<file path="config.mk">
export PLATFORM = sky130hd
export DESIGN_NAME = traffic_phase_ctrl_flat
export DESIGN_NICKNAME = d
export VERILOG_FILES = /design/src/rtl/traffic_pkg.sv /design/src/rtl/traffic_phase_ctrl_if.sv /design/src/rtl/tl_tick_timer.sv /design/src/rtl/traffic_phase_ctrl.sv /design/src/flat_wrapper.sv
export SDC_FILE = /design/constraint.sdc
export NUM_CORES = 1
export LEC_CHECK = 0
export BUFFER_PORTS_ARGS = -buffer_cell sky130_fd_sc_hd__buf_2
export CELL_PAD_IN_SITES_DETAIL_PLACEMENT = 1
export CELL_PAD_IN_SITES_GLOBAL_PLACEMENT = 1
export CORE_MARGIN = 4
export CORE_UTILIZATION = 43
export CTS_BUF_LIST = sky130_fd_sc_hd__clkbuf_4 sky130_fd_sc_hd__clkbuf_8
export DETAILED_ROUTE_END_ITERATION = 8
export PLACE_DENSITY = 0.92
export RECOVER_POWER = 25
export SETUP_SLACK_MARGIN = 0.3
export SYNTH_ARGS = -nofsm -noshare
export SYNTH_HDL_FRONTEND = slang
export SYNTH_SLANG_ARGS = --single-unit
</file>
<file path="constraint.sdc">
create_clock -name clk -period 6.25 [get_ports clk]
set_clock_uncertainty 0.05 [all_clocks]
set_input_delay 0.625 -clock clk [delete_from_list [all_inputs] [get_ports clk]]
set_output_delay 0.625 -clock clk [all_outputs]
set_load 0.1 [all_outputs]
</file>
<file path="src/rtl/traffic_pkg.sv">
// Shared types and helpers for the multi-phase traffic controller.
// Holds the FSM state encoding and the phase-index width function.
package traffic_pkg;

    typedef enum logic [1:0] {
        S_GREEN  = 2'd0,
        S_YELLOW = 2'd1,
        S_ALLRED = 2'd2,
        S_FLASH  = 2'd3
    } state_t;

    // Phase index width: max(1, clog2(n)).
    function automatic int ph_width(input int n);
        return (n <= 2) ? 1 : $clog2(n);
    endfunction

endpackage

</file>
<file path="src/rtl/traffic_phase_ctrl_if.sv">
// Bundle of controller requests and lamp outputs.
// master: request side (tick, flash_en, ped_req); slave: the controller.
interface traffic_phase_ctrl_if
    import traffic_pkg::*;
#(
    parameter int NUM_PH = 2
);
    localparam int PH_W = ph_width(NUM_PH);

    logic              tick;
    logic              flash_en;
    logic [NUM_PH-1:0] ped_req;
    logic [NUM_PH-1:0] green;
    logic [NUM_PH-1:0] yellow;
    logic [NUM_PH-1:0] red;
    logic [NUM_PH-1:0] walk;
    logic [NUM_PH-1:0] ped_pend;
    logic [PH_W-1:0]   phase;
    logic              flashing;

    modport master (
        output tick, flash_en, ped_req,
        input  green, yellow, red, walk, ped_pend, phase, flashing
    );

    modport slave (
        input  tick, flash_en, ped_req,
        output green, yellow, red, walk, ped_pend, phase, flashing
    );

endinterface

</file>
<file path="src/rtl/tl_tick_timer.sv">
// Tick-driven duration counter; done pulses on the last tick of dur.
// Ports: clk, rst, tick, clr (force to 0), dur, done (auto-clears cnt).
module tl_tick_timer #(
    parameter int CNT_W = 8
) (
    input  logic             clk,
    input  logic             rst,
    input  logic             tick,
    input  logic             clr,
    input  logic [CNT_W-1:0] dur,
    output logic             done
);
    logic [CNT_W-1:0] cnt_q;
    logic [CNT_W-1:0] cnt_d;

    always_comb begin
        done  = tick && (cnt_q == (dur - CNT_W'(1)));
        cnt_d = cnt_q;
        if (clr || done) begin
            cnt_d = '0;
        end else if (tick) begin
            cnt_d = cnt_q + CNT_W'(1);
        end
    end

    always_ff @(posedge clk) begin
        if (rst) cnt_q <= '0;
        else     cnt_q <= cnt_d;
    end

endmodule

</file>
<file path="src/rtl/traffic_phase_ctrl.sv">
// Round-robin multi-phase signal controller with walk and night flash.
// Ports: clk, rst, bus (slave: tick/flash_en/ped_req in, lamps out).
module traffic_phase_ctrl
    import traffic_pkg::*;
#(
    parameter int NUM_PH = 2,
    parameter int G_T    = 5,
    parameter int Y_T    = 2,
    parameter int AR_T   = 1,
    parameter int WALK_T = 3,
    parameter int CNT_W  = 8
) (
    input  logic                 clk,
    input  logic                 rst,
    traffic_phase_ctrl_if.slave  bus
);
    localparam int PH_W = ph_width(NUM_PH);

    state_t            state_q, state_d;
    logic [PH_W-1:0]   phase_q, phase_d;
    logic [NUM_PH-1:0] ped_pend_q, ped_pend_d;
    logic              walk_act_q, walk_act_d;
    logic              blink_q, blink_d;

    logic              clr;
    logic              done;
    logic [CNT_W-1:0]  dur;
    logic [PH_W-1:0]   ph_nx;

    tl_tick_timer #(.CNT_W(CNT_W)) u_timer (
        .clk  (clk),
        .rst  (rst),
        .tick (bus.tick),
        .clr  (clr),
        .dur  (dur),
        .done (done)
    );

    always_comb begin
        ph_nx = (phase_q == PH_W'(NUM_PH - 1)) ? '0 : phase_q + PH_W'(1);
        unique case (state_q)
            S_GREEN:  dur = CNT_W'(G_T) + (walk_act_q ? CNT_W'(WALK_T) : '0);
            S_YELLOW: dur = CNT_W'(Y_T);
            S_ALLRED: dur = CNT_W'(AR_T);
            default:  dur = CNT_W'(1);
        endcase
    end

    always_comb begin
        state_d    = state_q;
        phase_d    = phase_q;
        walk_act_d = walk_act_q;
        blink_d    = blink_q;
        // Requests latch in every state; green entry clears its own bit.
        ped_pend_d = ped_pend_q | bus.ped_req;
        clr        = 1'b0;
        if (int'(phase_q) >= NUM_PH) begin
            state_d    = S_GREEN;
            phase_d    = '0;
            walk_act_d = 1'b0;
            blink_d    = 1'b0;
            clr        = 1'b1;
        end else begin
            case (state_q)
                S_GREEN: begin
                    if (done) state_d = S_YELLOW;
                end
                S_YELLOW: begin
                    if (done) state_d = S_ALLRED;
                end
                S_ALLRED: begin
                    if (done) begin
                        if (bus.flash_en) begin
                            state_d = S_FLASH;
                            blink_d = 1'b0;
                        end else begin
                            state_d    = S_GREEN;
                            phase_d    = ph_nx;
                            walk_act_d = ped_pend_q[ph_nx] | bus.ped_req[ph_nx];
                            ped_pend_d[ph_nx] = 1'b0;
                        end
                    end
                end
                S_FLASH: begin
                    clr = 1'b1;
                    if (bus.tick) begin
                        blink_d = ~blink_q;
                        // Exit via all-red on the last phase so phase 0 leads.
                        if (!bus.flash_en) begin
                            state_d = S_ALLRED;
                            phase_d = PH_W'(NUM_PH - 1);
                            blink_d = 1'b0;
                        end
                    end
                end
                default: begin
                    state_d = S_GREEN;
                    phase_d = '0;
                    clr     = 1'b1;
                end
            endcase
        end
    end

    always_ff @(posedge clk) begin
        if (rst) begin
            state_q    <= S_GREEN;
            phase_q    <= '0;
            ped_pend_q <= '0;
            walk_act_q <= 1'b0;
            blink_q    <= 1'b0;
        end else begin
            state_q    <= state_d;
            phase_q    <= phase_d;
            ped_pend_q <= ped_pend_d;
            walk_act_q <= walk_act_d;
            blink_q    <= blink_d;
        end
    end

    always_comb begin
        bus.green  = '0;
        bus.yellow = '0;
        bus.red    = '1;
        bus.walk   = '0;
        case (state_q)
            S_GREEN: begin
                bus.green[phase_q] = 1'b1;
                bus.red[phase_q]   = 1'b0;
                bus.walk[phase_q]  = walk_act_q;
            end
            S_YELLOW: begin
                bus.yellow[phase_q] = 1'b1;
                bus.red[phase_q]    = 1'b0;
            end
            S_FLASH: begin
                bus.red       = {NUM_PH{blink_q}};
                bus.red[0]    = 1'b0;
                bus.yellow[0] = blink_q;
            end
            default: ;
        endcase
    end

    assign bus.ped_pend = ped_pend_q;
    assign bus.phase    = phase_q;
    assign bus.flashing = (state_q == S_FLASH);

endmodule

</file>
<file path="src/flat_wrapper.sv">
// flat-port wrapper written by rule: the top's interface ports become plain ports
module traffic_phase_ctrl_flat import traffic_pkg::*;
#(
    parameter int NUM_PH = 2,
    parameter int G_T    = 5,
    parameter int Y_T    = 2,
    parameter int AR_T   = 1,
    parameter int WALK_T = 3,
    parameter int CNT_W  = 8
)
  (clk, rst, bus_tick, bus_flash_en, bus_ped_req, bus_green, bus_yellow, bus_red, bus_walk, bus_ped_pend, bus_phase, bus_flashing);
  traffic_phase_ctrl_if #(.NUM_PH(NUM_PH)) bus_i ();
  input  logic clk;
  input  logic rst;
  input wire logic [$bits(bus_i.tick)-1:0] bus_tick;
  input wire logic [$bits(bus_i.flash_en)-1:0] bus_flash_en;
  input wire logic [$bits(bus_i.ped_req)-1:0] bus_ped_req;
  output wire logic [$bits(bus_i.green)-1:0] bus_green;
  output wire logic [$bits(bus_i.yellow)-1:0] bus_yellow;
  output wire logic [$bits(bus_i.red)-1:0] bus_red;
  output wire logic [$bits(bus_i.walk)-1:0] bus_walk;
  output wire logic [$bits(bus_i.ped_pend)-1:0] bus_ped_pend;
  output wire logic [$bits(bus_i.phase)-1:0] bus_phase;
  output wire logic [$bits(bus_i.flashing)-1:0] bus_flashing;
  assign bus_i.tick = bus_tick;
  assign bus_i.flash_en = bus_flash_en;
  assign bus_i.ped_req = bus_ped_req;
  assign bus_green = bus_i.green;
  assign bus_yellow = bus_i.yellow;
  assign bus_red = bus_i.red;
  assign bus_walk = bus_i.walk;
  assign bus_ped_pend = bus_i.ped_pend;
  assign bus_phase = bus_i.phase;
  assign bus_flashing = bus_i.flashing;
  traffic_phase_ctrl #(.NUM_PH(NUM_PH), .G_T(G_T), .Y_T(Y_T), .AR_T(AR_T), .WALK_T(WALK_T), .CNT_W(CNT_W)) u_core (.clk(clk), .rst(rst), .bus(bus_i));
endmodule
</file>
**Word-level counts from Yosys, hierarchy flattened**

Index checks and enable logic that the tools add are counted.

- Bits in registers: 15
- Word-level logic and storage cells: 82

- Add/subtract/negate cells: 4
- $lt $le $gt $ge: 4
- Equal/unequal tests: 11
- Muxes and demuxes: 37
- Bitwise logic cells: 8
- Reductions and logical operators: 12

Operators by type and width:

| kind | count |
|---|---|
| $mux W2 | 12 |
| $mux W1 | 17 |
| $pmux W8 S2 | 1 |
| $reduce_and A5 Y1 | 2 |
| $add A3 B8 Y8 const A | 1 |
| $add A8 B1 Y8 const B | 1 |
| $eq A8 B8 Y1 | 1 |
| $ne A2 B2 Y1 const B | 4 |
| $pmux W2 S4 | 1 |
| $sub A8 B1 Y8 const B | 1 |
| $ne A2 B1 Y1 const B | 3 |
| $pmux W1 S2 | 3 |
| $and A2 B2 Y2 | 2 |
| $eq A2 B2 Y1 const B | 2 |
| $lt A1 B2 Y1 const B | 2 |
| $not A2 Y2 | 2 |
| $pmux W2 S2 | 1 |
| $reduce_and A4 Y1 | 1 |
| $reduce_or A2 Y1 | 2 |
| $logic_and A1 B1 Y1 | 3 |
| $reduce_and A3 Y1 | 1 |
| $demux W1 S1 | 2 |
| $eq A2 B1 Y1 const B | 1 |
| $ge A1 B1 Y1 const B | 2 |
| other kinds (7) | 8 |

**Depth between registers and ports, before layout**

Gate-level depths: netlist of run 1.

- Depth in word-level cells: 11
- Depth in mapped cells: 12
- Gate-level depth less buffers: 9

**Cells and area by module**

From an unflattened synthesis of run 1, not the netlist that was laid out.

- Cells, all modules: 134
- Area, all modules: 1078.5 sq um

Modules (own cells, without submodules):

| module | times used | cells each | area an instance (sq um) | sequential area each (sq um) |
|---|---|---|---|---|
| tl_tick_timer | 1 | 74 | 635.6 | 160.2 |
| traffic_phase_ctrl | 1 | 60 | 442.9 | 140.1 |

**Worst setup path before layout of run 1**

No wires, ideal clock.

- Path type: register -> output
- Start: register u_core.phase_q (netlist: u_core.bus.phase)
- End: output port bus_walk[0]
- Data arrival time: 4.015 ns
- Setup slack: 1.560 ns
- Stages on the path, launching flop included: 4
- Buffers on the path: 1
- Path through: dfxtp_1 -> clkbuf_1 -> nor3_1 -> and2_1

- Longest elaborated chain between the ends: 6
- Elaborated cells on any way between the ends: 7

Ends and longest elaborated chain:

| element | line | source |
|---|---|---|
| from (decl) | traffic_phase_ctrl.sv:20 | `logic [PH_W-1:0] phase_q, phase_d;` |
| from (signal assigned) | traffic_phase_ctrl.sv:114 | `phase_q <= phase_d;` |
| $lt A1 B2 Y1 (implied by the code) or $ge A1 B1 Y1 (tied branches) | traffic_phase_ctrl.sv:130 | `bus.walk[phase_q] = walk_act_q;` |
| $logic_and A1 B1 Y1 (implied by the code) | traffic_phase_ctrl.sv:130 |  |
| $mux W1 (implied by the code) | traffic_phase_ctrl.sv:130 |  |
| $demux W1 S1 (*) | - |  |
| $and A2 B2 Y2 (no line) (*) | - |  |
| $mux W2 (*) | traffic_phase_ctrl.sv:126 | `case (state_q)` |
| to (decl) | flat_wrapper.sv:21 | `output wire logic [$bits(bus_i.walk)-1:0] bus_walk;` |

Mark *: on every way between the ends. The rest lies on a longest branch, timed or not.

**Worst setup path after layout of run 1**

- Start: register u_core.state_q[0]
- End: register u_core.u_timer.cnt_q[5]

- Longest elaborated chain between the ends: 7
- Elaborated cells on any way between the ends: 10

Ends and longest elaborated chain:

| element | line | source |
|---|---|---|
| from (decl) | traffic_phase_ctrl.sv:19 | `state_t state_q, state_d;` |
| from (signal assigned) | traffic_phase_ctrl.sv:113 | `state_q <= state_d;` |
| $eq A2 B1 Y1 or $logic_not A2 Y1 (tied branches) | traffic_phase_ctrl.sv:41 | `unique case (state_q)` |
| $pmux W8 S2 | traffic_phase_ctrl.sv:41 |  |
| $sub A8 B1 Y8 | tl_tick_timer.sv:17 | `done = tick && (cnt_q == (dur - CNT_W'(1)));` |
| $eq A8 B8 Y1 | tl_tick_timer.sv:17 |  |
| $logic_and A1 B1 Y1 | tl_tick_timer.sv:17 |  |
| $logic_or A1 B1 Y1 (*) | tl_tick_timer.sv:19 | `if (clr \|\| done) begin` |
| $reduce_or A2 Y1 (no line) (*) | - |  |
| to (signal assigned) | tl_tick_timer.sv:28 | `else cnt_q <= cnt_d;` |
| to (decl) | tl_tick_timer.sv:13 | `logic [CNT_W-1:0] cnt_q;` |

Marked as above.
A chain may end at the register's enable or synchronous reset.

==> results.py, run 1 <==
metrics = {
    "clocking": {
        "clock_latency_ns": 0.29,
        "post_cts_buffers": 0,
        "cts.repair.resized": 0,
        "clk_pin_slew_worst_paths_ns": 0.10,
        "cts_tree": "done",
        "cts_sinks": 15,
        "cts_buffers": 3,
        "root_buffer": "clkbuf_4",
        "cts_htree_levels": 1,
        "clk_path_buf_depth": 2,
        "ctsHoldBuffers": 0,
    },
    "timing": {
        "relSlewSlack_pct": 19.76,
        "period_minus_slack_ns": 2.766,
        "hold_ws_ns": 0.4561,
        "hold_viol": 0,
        "drv_slew": 0,
        "finalCritPeriodShare_pct": 44.26,
        "rsz0062_at_grt": "no",
        "setup_tns_ns": 0,
        "setup_violations": 0,
        "tightest_slew_ns": 1.209,
        "timing.fmax_ghz": 0.3615,
    },
    "worst_setup_path": {
        "reg2reg_slack_ns": 3.48,
        "worstSetupStartpointType": "flop",
        "reg2reg_depth": 7,
        "cp.required_ns": 6.38,
        "worst-setup-path-type": "flop to flop",
        "critPathArrivalTime_ns": 2.90,
        "end_kind": "flop",
        "rr_startpoint": "u_core.state_q[0]",
        "cp_max_fo": 17,
        "reg2reg_to": "u_core.u_timer.cnt_q[5]",
    },
    "routing": {
        "route.antenna.remaining_nets": 0,
        "viasPerCell": 5.758,
        "routed_wl_mm": 2.421,
        "vias": 904,
        "first_pass_iters": 4,
        "drt-wirelength-per-cell_um": 15.42,
        "drc": 0,
        "drtIter0Drc": 8,
    },
    "layout": {
        "fin_util_pct": 51.01,
        "area_growth_pct": 12.22,
        "nFillCells": 255,
        "drive_gt1_share_pct": 13.85,
        "layout_commonest_cell": "nor2_1",
        "stdcell_count": 157,
        "antenna_cells": 0,
        "final_cell_mix": "nor2_1, dfxtp_1, buf_2",
        "nets": 140,
        "fin_area_sq_um": 1011,
    },
    "die": {
        "die_width_um": 53.77,
        "rows": 16,
        "die_area_sq_um": 2891,
        "ios": 18,
        "core-area_sq_um": 1982,
        "start_util_pct": 45.45,
        "die_h_um": 53.77,
    },
    "grt": {
        "gr-usage-all-layers_pct": 19.55,
        "grt_max_degree": 18,
        "grt_pass1_wl_mm": 4.050,
        "grt-ovfl-total": 0,
        "grt_pass1_vias": 905,
        "antenna_found_initial": 0,
    },
    "power_and_ir_drop": {
        "ir_drop_uv": 148.6,
        "power_density_nw_per_um2": 187.9,
        "pwr-share-clk_pct": 31.2,
        "p_sw_mw": 0.06017,
        "p_comb_share_pct": 14.9,
        "internal_power_mw": 0.1297,
        "leakagePower_nw": 0.3960,
        "swShare_pct": 31.68,
        "seqPwrFrac_pct": 53.9,
    },
    "outcome": {
        "outcome": "complete, no violations",
    },
    "placement": {
        "numPortBuffers": 17,
        "dpl_cell_area_sq_um": 991.0,
        "gp_congestion": 0.8648,
        "hpwl_mm": 1.805,
        "dp_cells": 153,
    },
    "flow_run": {
        "cap_violations": 0,
    },
    "yosys": {
        "syn_nets": 125,
        "ys.flop_type": "dfxtp_1",
        "ys_seq_elements": 15,
        "synth_cells": 116,
        "syn_area_sq_um": 900.9,
        "syn_avg_cell_area_sq_um": 7.766,
        "yosys_warnings": 0,
        "synth_enable_flop_cells": 0,
        "synthArstFlopShare_pct": 0,
        "yosysUniqueCellTypes": 32,
        "yosysSeqAreaShare_pct": 33.33,
    },
    "min_path": {
        "hold_path_startpoint": "u_core.bus.ped_pend[0]",
        "min_to": "u_core.bus.ped_pend[0]",
        "worstHoldPathCells": 2,
        "hold_path.class": "flop to flop",
    },
}
-- metrics by stage --
step | setup WS, ns | power (mW)
after floorplan | 1.560 | 0.1264
after global placement | 3.690 | 0.1316
after detailed placement | 3.527 | 0.1329
after CTS | 3.485 | 0.1927
after global routing | 3.327 | 0.2002
final | 3.484 | 0.1899
-- worst max-delay path, stage by stage (launching register included) --
cell and delay (ns):
dfxtp_1 0.67, nand2_1 0.19, ha_1 0.28, xnor2_1 0.24
mux2i_1 0.16, a2111oi_2 0.59, or3_1 0.37, nor2_1 0.09
-- routing by layer --
metal  vias to the layer above  GRT usage (%)  routed length [um]
met1                       436          22.39                1034
li1                        437              -                   -
met5                         -              0                   0
met3                         8          5.263                 115
met2                        23          33.27                1208
met4                         0          9.362                  62
-- area by class of cell --
type | instances | area, sq um | area share (%)
Clock buffer | 3 | 22.52 | 2.228
Inverter | 4 | 15.01 | 1.485
Sequential cell | 15 | 300.3 | 29.70
Multi-Input combinational cell | 90 | 556.8 | 55.07
Clock inverter | 1 | 5.005 | 0.4950
Timing Repair Buffer | 17 | 77.57 | 7.673
Tap cell | 27 | 33.78 | 3.342
-- kinds of logic after synthesis --
| family | share of synthesized area (%) |
|---|---|
| AOI/OAI and AO/OA | 20.56 |
| DFF | 33.33 |
| muxes | 2.222 |
| buffers and inverters | 4.860 |
| and+or+nand+nor | 24.17 |
| xor gates and xnor gates | 10.69 |
| adders and majority gates | 4.167 |
-- sequential cells by signal, summed over array words and instances, names as in the netlist --
signal	count
u_core.blink_q	1
u_core.bus.ped_pend	2
u_core.bus.phase	1
u_core.state_q	2
u_core.u_timer.cnt_q	8
u_core.walk_act_q	1
-- cells in the mapped netlist (2+ instances only) --
library cell  number  area [sq um]
inv_1              4         15.01
ha_1               3         37.54
nand4_1            3         18.77
buf_2              2         10.01
xnor2_1            5         43.79
a211oi_1           2         15.01
a21oi_1            7         35.03
nor3_1             4         20.02
clkbuf_1           4         15.01
nand2_1            8         30.03
o21ai_0            6         30.03
nand2b_1           2         12.51
dfxtp_1           15         300.3
nand3_1            5         25.02
mux2i_1            2         20.02
xor2_1             6         52.55
nor2_1            23         86.33
-- how the worst max path moves through the flow --
stage	slack, ns	cells past startpoint	startpoint	endpoint
finish	3.48	7	u_core.state_q[0]	u_core.u_timer.cnt_q[5]
global route	3.33	7	u_core.state_q[0]	u_core.u_timer.cnt_q[2]
CTS	3.49	7	u_core.state_q[0]	u_core.u_timer.cnt_q[1]
detailed placement	3.53	7	u_core.state_q[0]	u_core.u_timer.cnt_q[1]
global placement	3.69	7	u_core.state_q[0]	u_core.u_timer.cnt_q[3]
floorplan	1.56	3	u_core.bus.phase	bus_walk[0]
-- power by group through the flow --
stage,logic (mW),clock network (mW),registers (mW)
2_1_floorplan,0.0168,0,0.110
3_3_place_gp,0.0273,0,0.104
3_5_place_dp,0.0284,0,0.105
4_1_cts,0.0289,0.0615,0.102
5_1_grt,0.0310,0.0664,0.103
6_report,0.0283,0.0592,0.102
Power figures use the tool's default switching activity.
==> run 2, diff against run 1 <==
Settings changed: ABC_AREA set to 1, CORE_UTILIZATION 43 to 40, PLACE_DENSITY 0.92 to 0.87.
Clock period 6.25 ns to 2.55 ns, I/O delays scaled along.
==> results.py, run 2 <==
metrics = {
    "yosys": {
        "ys.flop_type": "dfxtp_1",
        "synth_enable_flop_cells": 0,
        "syn_area_sq_um": 1072,
        "yosysSeqAreaShare_pct": 28.00,
        "ys_seq_elements": 15,
        "synth_cells": 162,
        "syn_nets": 171,
        "ys_top_cells_by_count": "nand2_1, nor2_1, inv_1, dfxtp_1, nand3_1",
        "yosysMostFrequentCell": "nand2_1",
        "synth_top_cells_by_area": "dfxtp_1, nand2_1, nor2_1",
        "synth_top_cell_by_area": "dfxtp_1",
        "yosysUniqueCellTypes": 26,
        "synth_top_area_share_pct": 28.00,
        "synthArstFlopShare_pct": 0,
        "yosys_warnings": 0,
        "syn_avg_cell_area_sq_um": 6.619,
    },
    "worst_setup_path": {
        "worst-setup-path-type": "flop to output port",
        "critPathArrivalTime_ns": 1.85,
        "worstSetupStartpointType": "flop",
        "reg2reg_slack_ns": 0.42,
        "cp_max_fo": 7,
        "cp.required_ns": 2.25,
        "reg2reg_depth": 16,
        "reg2reg_to": "u_core.blink_q",
        "rr_startpoint": "u_core.state_q[0]",
        "end_kind": "output port",
    },
    "timing": {
        "hold_viol": 0,
        "timing.fmax_ghz": 0.4632,
        "period_minus_slack_ns": 2.159,
        "setup_tns_ns": 0,
        "drv_slew": 0,
        "tightest_slew_ns": 1.167,
        "finalCritPeriodShare_pct": 84.66,
        "relSlewSlack_pct": 22.52,
        "setup_violations": 0,
        "rsz0062_at_grt": "no",
    },
    "grt": {
        "grt-ovfl-total": 0,
        "grt_pass1_vias": 1187,
        "grt_max_degree": 10,
        "gr-usage-all-layers_pct": 20.61,
        "antenna_found_initial": 0,
        "grt_pass1_wl_mm": 5.526,
    },
    "clocking": {
        "cts_buffers": 3,
        "cts_tree": "done",
        "cts_sinks": 15,
        "root_buffer": "clkbuf_4",
        "clk_pin_slew_worst_paths_ns": 0.11,
        "cts_htree_levels": 1,
        "clk_path_buf_depth": 2,
        "clock_latency_ns": 0.31,
        "ctsHoldBuffers": 0,
    },
    "routing": {
        "drt-wirelength-per-cell_um": 14.78,
        "routed_wl_mm": 3.162,
        "drtIter0Drc": 39,
        "first_pass_iters": 4,
        "viasPerCell": 5.164,
        "drc": 0,
        "vias": 1105,
        "route.antenna.remaining_nets": 0,
    },
    "die": {
        "ios": 18,
        "die_h_um": 59.78,
        "start_util_pct": 42.51,
        "rows": 18,
        "die_area_sq_um": 3573,
        "die_width_um": 59.78,
        "core-area_sq_um": 2522,
    },
    "outcome": {
        "outcome": "complete, no violations",
    },
    "layout": {
        "drive_gt1_share_pct": 30.98,
        "area_growth_pct": 19.02,
        "final_cell_mix": "nand2_1, inv_1, nor2_1",
        "fin_util_pct": 50.60,
        "largest_reg_flops": 8,
        "antenna_cells": 0,
        "nets": 194,
        "largest-register": "u_core.u_timer.cnt_q",
        "layout_commonest_cell": "nand2_1",
    },
    "power_and_ir_drop": {
        "power_density_nw_per_um2": 445.7,
        "leakagePower_nw": 0.6027,
        "ir_drop_uv": 339.6,
        "power_mw": 0.5688,
    },
    "placement": {
        "hpwl_mm": 2.461,
        "gp_congestion": 0.9132,
        "numPortBuffers": 17,
    },
    "flow_run": {
        "cap_violations": 0,
    },
    "min_path": {
        "min_to": "u_core.state_q[1]",
        "hold_path_startpoint": "rst",
        "hold_path.class": "input port to flop",
        "worstHoldPathCells": 2,
    },
}
run 2: timing repair:
action / 4_1_cts / 5_1_grt
buffers inserted: 1 / 0
endpoints found under the setup margin: 6 / 7
endpoints found under the hold margin: 0 / 0
gates resized for setup: 1 / 9
run 2: worst max-delay path: stages (launching register included):
cell      delay [ns]
dfxtp_4         0.39
inv_2           0.08
nand2_4         0.09
nor3_2          0.11
clkbuf_1        0.88
run 2: worst max path at each step:
stage	from	endpoint	cells past startpoint
6_report	u_core.state_q[0]	bus_walk[0]	4
5_1_grt	u_core.state_q[1]	u_core.bus.phase	16
4_1_cts	u_core.state_q[1]	u_core.blink_q	16
3_5_place_dp	u_core.state_q[0]	u_core.blink_q	16
3_3_place_gp	u_core.state_q[0]	u_core.bus.ped_pend[0]	13
2_1_floorplan	u_core.bus.phase	bus_green[0]	1
run 2: logic make-up (layout without fill, tap and decap cells):
| family | after synthesis | in the layout | share of synthesized area (%) |
|---|---|---|---|
| compound gates | 13 | 13 | 6.184 |
| xor+xnor | 4 | 4 | 3.268 |
| fa+ha+maj | 3 | 3 | 3.501 |
| buf+inv | 30 | 52 | 10.74 |
| flops | 15 | 15 | 28.00 |
| simple gates | 97 | 97 | 48.31 |
run 2: stage by stage:
step	cell area [sq um]	setup slack (ns)	instances	hold WS, ns
detailed placement	1222	0.2918	209	0.4095
floorplan	1100	0.3983	162	0.2741
finish	1276	0.3912	214	0.08396
CTS	1260	0.3262	214	0.08412
global placement	1222	0.3580	209	0.4063
global route	1276	0.3097	214	0.08512
run 2: final cells by class:
type / instances / area (sq um)
sequential: 15 / 307.8
inverter: 30 / 117.6
fill: 343 / 1246
clock inverter: 1 / 5.005
multi-input combinational: 117 / 699.4
clock buffer: 3 / 22.52
timing repair buffer: 18 / 86.33
tap: 30 / 37.54
run 2: where the power goes:
part / switching (mW) / internal (mW)
Combinational: 0.123 / 0.0431
Sequential: 0.00916 / 0.242
Clock: 0.0932 / 0.0586
run 2: metal layers:
layer  wire length (um)  track usage [%]  share of wire (%)  vias to the layer above
met1               1402            26.59                 44                      534
li1                   -                -                  -                      545
met3                113            2.808                3.6                        6
met4                 54            8.544                1.7                        0
met5                  0                0                  0                        -
met2               1591            34.10                 50                       20
==> run 3, diff against run 2 <==
Settings changed: CORE_UTILIZATION 40 to 36, PLACE_DENSITY 0.87 to 0.83.
Clock period 2.55 ns to 1.84 ns, I/O delays scaled along.
==> results.py, run 3 (synthesized netlist as in run 2, its figures left out) <==
metrics = {
    "clocking": {
        "cts_buffers": 3,
        "clk_pin_slew_worst_paths_ns": 0.12,
        "cts_sinks": 15,
        "clk_path_buf_depth": 2,
        "root_buffer": "clkbuf_4",
        "cts_tree": "done",
        "cts_htree_levels": 1,
        "clock_latency_ns": 0.33,
    },
    "worst_setup_path": {
        "crit_end": "u_core.state_q[1]",
        "slowest_stage": "dfxtp_2",
        "crit_start": "u_core.state_q[1]",
        "worst-setup-path-type": "flop to flop",
        "critPathArrivalTime_ns": 2.38,
        "crit_chain": "clkinv_4 > o21ai_2 > inv_2 > ha_4 > nand2_1 > nand2_1 > nand2_1 > nand2_1 > nor2_2 > nand2_4 > nand2_2 > nand3_1 > a21oi_1",
        "end_kind": "flop",
        "cpPeakStageDelay_ns": 0.39,
        "worstSetupStartpointType": "flop",
        "crit_top_cell": "nand2_1",
        "reg2reg_slack_ns": -0.35,
        "cp.required_ns": 2.03,
        "cp_max_fo": 5,
        "reg2reg_depth": 13,
        "rr_startpoint": "u_core.state_q[1]",
        "reg2reg_to": "u_core.state_q[1]",
    },
    "grt": {
        "gr-usage-all-layers_pct": 20.89,
        "grt_pass1_wl_mm": 6.506,
        "grt_max_degree": 9,
        "grt-ovfl-total": 0,
        "antenna_found_initial": 0,
        "grt_pass1_vias": 1350,
    },
    "layout": {
        "antenna_cells": 0,
        "fin_area_sq_um": 1854,
        "final_cell_mix": "nand2_1, buf_4, inv_1",
        "nets": 225,
        "regArea_sq_um": 309.0,
        "area_growth_pct": 72.93,
        "drive_gt1_share_pct": 53.02,
        "layout_commonest_cell": "nand2_1",
        "nFillCells": 333,
        "largest-register": "u_core.u_timer.cnt_q",
        "multiInputGateArea_sq_um": 842.1,
        "largest_reg_flops": 8,
        "stdcell_count": 246,
        "fin_util_pct": 66.10,
    },
    "die": {
        "rows": 19,
        "die_width_um": 62.58,
        "die_area_sq_um": 3916,
        "ios": 18,
        "start_util_pct": 38.22,
        "core-area_sq_um": 2805,
        "die_h_um": 62.58,
    },
    "timing": {
        "tightest_slew_ns": 0.5425,
        "hold_viol": 0,
        "setup_violations": 17,
        "rsz0062_at_grt": "yes",
        "drv_slew": 0,
        "relSlewSlack_pct": 63.99,
        "setup_slack_ns": -0.3522,
        "period_minus_slack_ns": 2.192,
        "timing.fmax_ghz": 0.4562,
        "finalCritPeriodShare_pct": 119.1,
    },
    "routing": {
        "first_pass_iters": 5,
        "drtIter0Drc": 87,
        "viasPerCell": 5.545,
        "drc": 0,
        "route.antenna.remaining_nets": 0,
        "routed_wl_mm": 5.592,
        "vias": 1364,
        "drt-wirelength-per-cell_um": 22.73,
    },
    "power_and_ir_drop": {
        "pwr-share-clk_pct": 25.4,
        "leakagePower_nw": 0.8169,
        "p_comb_share_pct": 37.7,
        "swShare_pct": 40.42,
        "internal_power_mw": 0.5645,
        "seqPwrFrac_pct": 36.8,
        "ir_drop_uv": 364.7,
        "p_sw_mw": 0.3830,
        "power_density_nw_per_um2": 511.0,
    },
    "outcome": {
        "violations": "setup timing",
        "outcome": "finished with violations",
    },
    "placement": {
        "numPortBuffers": 17,
        "gp_congestion": 0.9333,
        "hpwl_mm": 2.477,
        "dpl_cell_area_sq_um": 1385,
        "dp_cells": 220,
    },
    "min_path": {
        "hold_path.class": "input port to flop",
    },
    "flow_run": {
        "cap_violations": 0,
    },
}
[run 3: metal layers]
layer  share of wire, %  GRT usage (%)  wire [um]
met1                 41          23.80       2276
met2                 51          37.55       2835
met3                3.2          3.417        179
met4                5.4          9.917        300
met5                  0              0          0
[run 3: power by group through the flow]
stage / clock, mW / sequential [mW] / combinational [mW]
after global placement: 0 / 0.353 / 0.252
after global routing: 0.264 / 0.350 / 0.380
final: 0.241 / 0.349 / 0.358
after detailed placement: 0 / 0.354 / 0.258
after CTS: 0.229 / 0.346 / 0.298
after floorplan: 0 / 0.377 / 0.171
[run 3: through the flow]
stage	total power [mW]	TNS (ns)	hold WS [ns]	setup slack, ns
finish	0.9475	-3.311	0.02122	-0.3522
global route	0.9941	-4.679	0.01047	-0.4081
CTS	0.8733	-0.1943	0.003028	-0.05949
detailed placement	0.6121	-0.7880	0.3382	-0.1064
global placement	0.6046	-0.4651	0.3314	-0.08110
floorplan	0.5479	-0.08938	0.1957	-0.03451
[run 3: worst min path at each step]
stage                     from           endpoint  slack [ns]  cells past startpoint
after floorplan            rst  u_core.state_q[1]        0.20                      1
after global placement     rst  u_core.state_q[1]        0.33                      2
after detailed placement   rst  u_core.state_q[1]        0.34                      2
after CTS                  rst  u_core.state_q[1]       0.003                      2
after global routing       rst  u_core.state_q[1]        0.01                      2
final                      rst  u_core.state_q[1]        0.02                      2
[run 3: layout make-up]
type | instances | share of cell area, %
clock buffer | 4 | 1.619
sequential | 15 | 16.67
timing repair buffer | 49 | 27.19
multi-input combinational | 117 | 45.41
tap | 31 | 2.092
inverter | 30 | 7.018
[run 3: worst max-delay path: cells and delay by family (launching register included)]
kind | cells | cell delay [ns]
flops | 1 | 0.39
fa+ha+maj | 1 | 0.18
buf+inv | 2 | 0.16
compound gates | 2 | 0.33
simple gates | 8 | 0.97
[run 3: repair_timing]
action,in CTS,in global routing
pin swaps,4,10
resized for setup,51,23
hold buffers,0,0
setup endpoints to repair,24,24
setup buffers,11,11
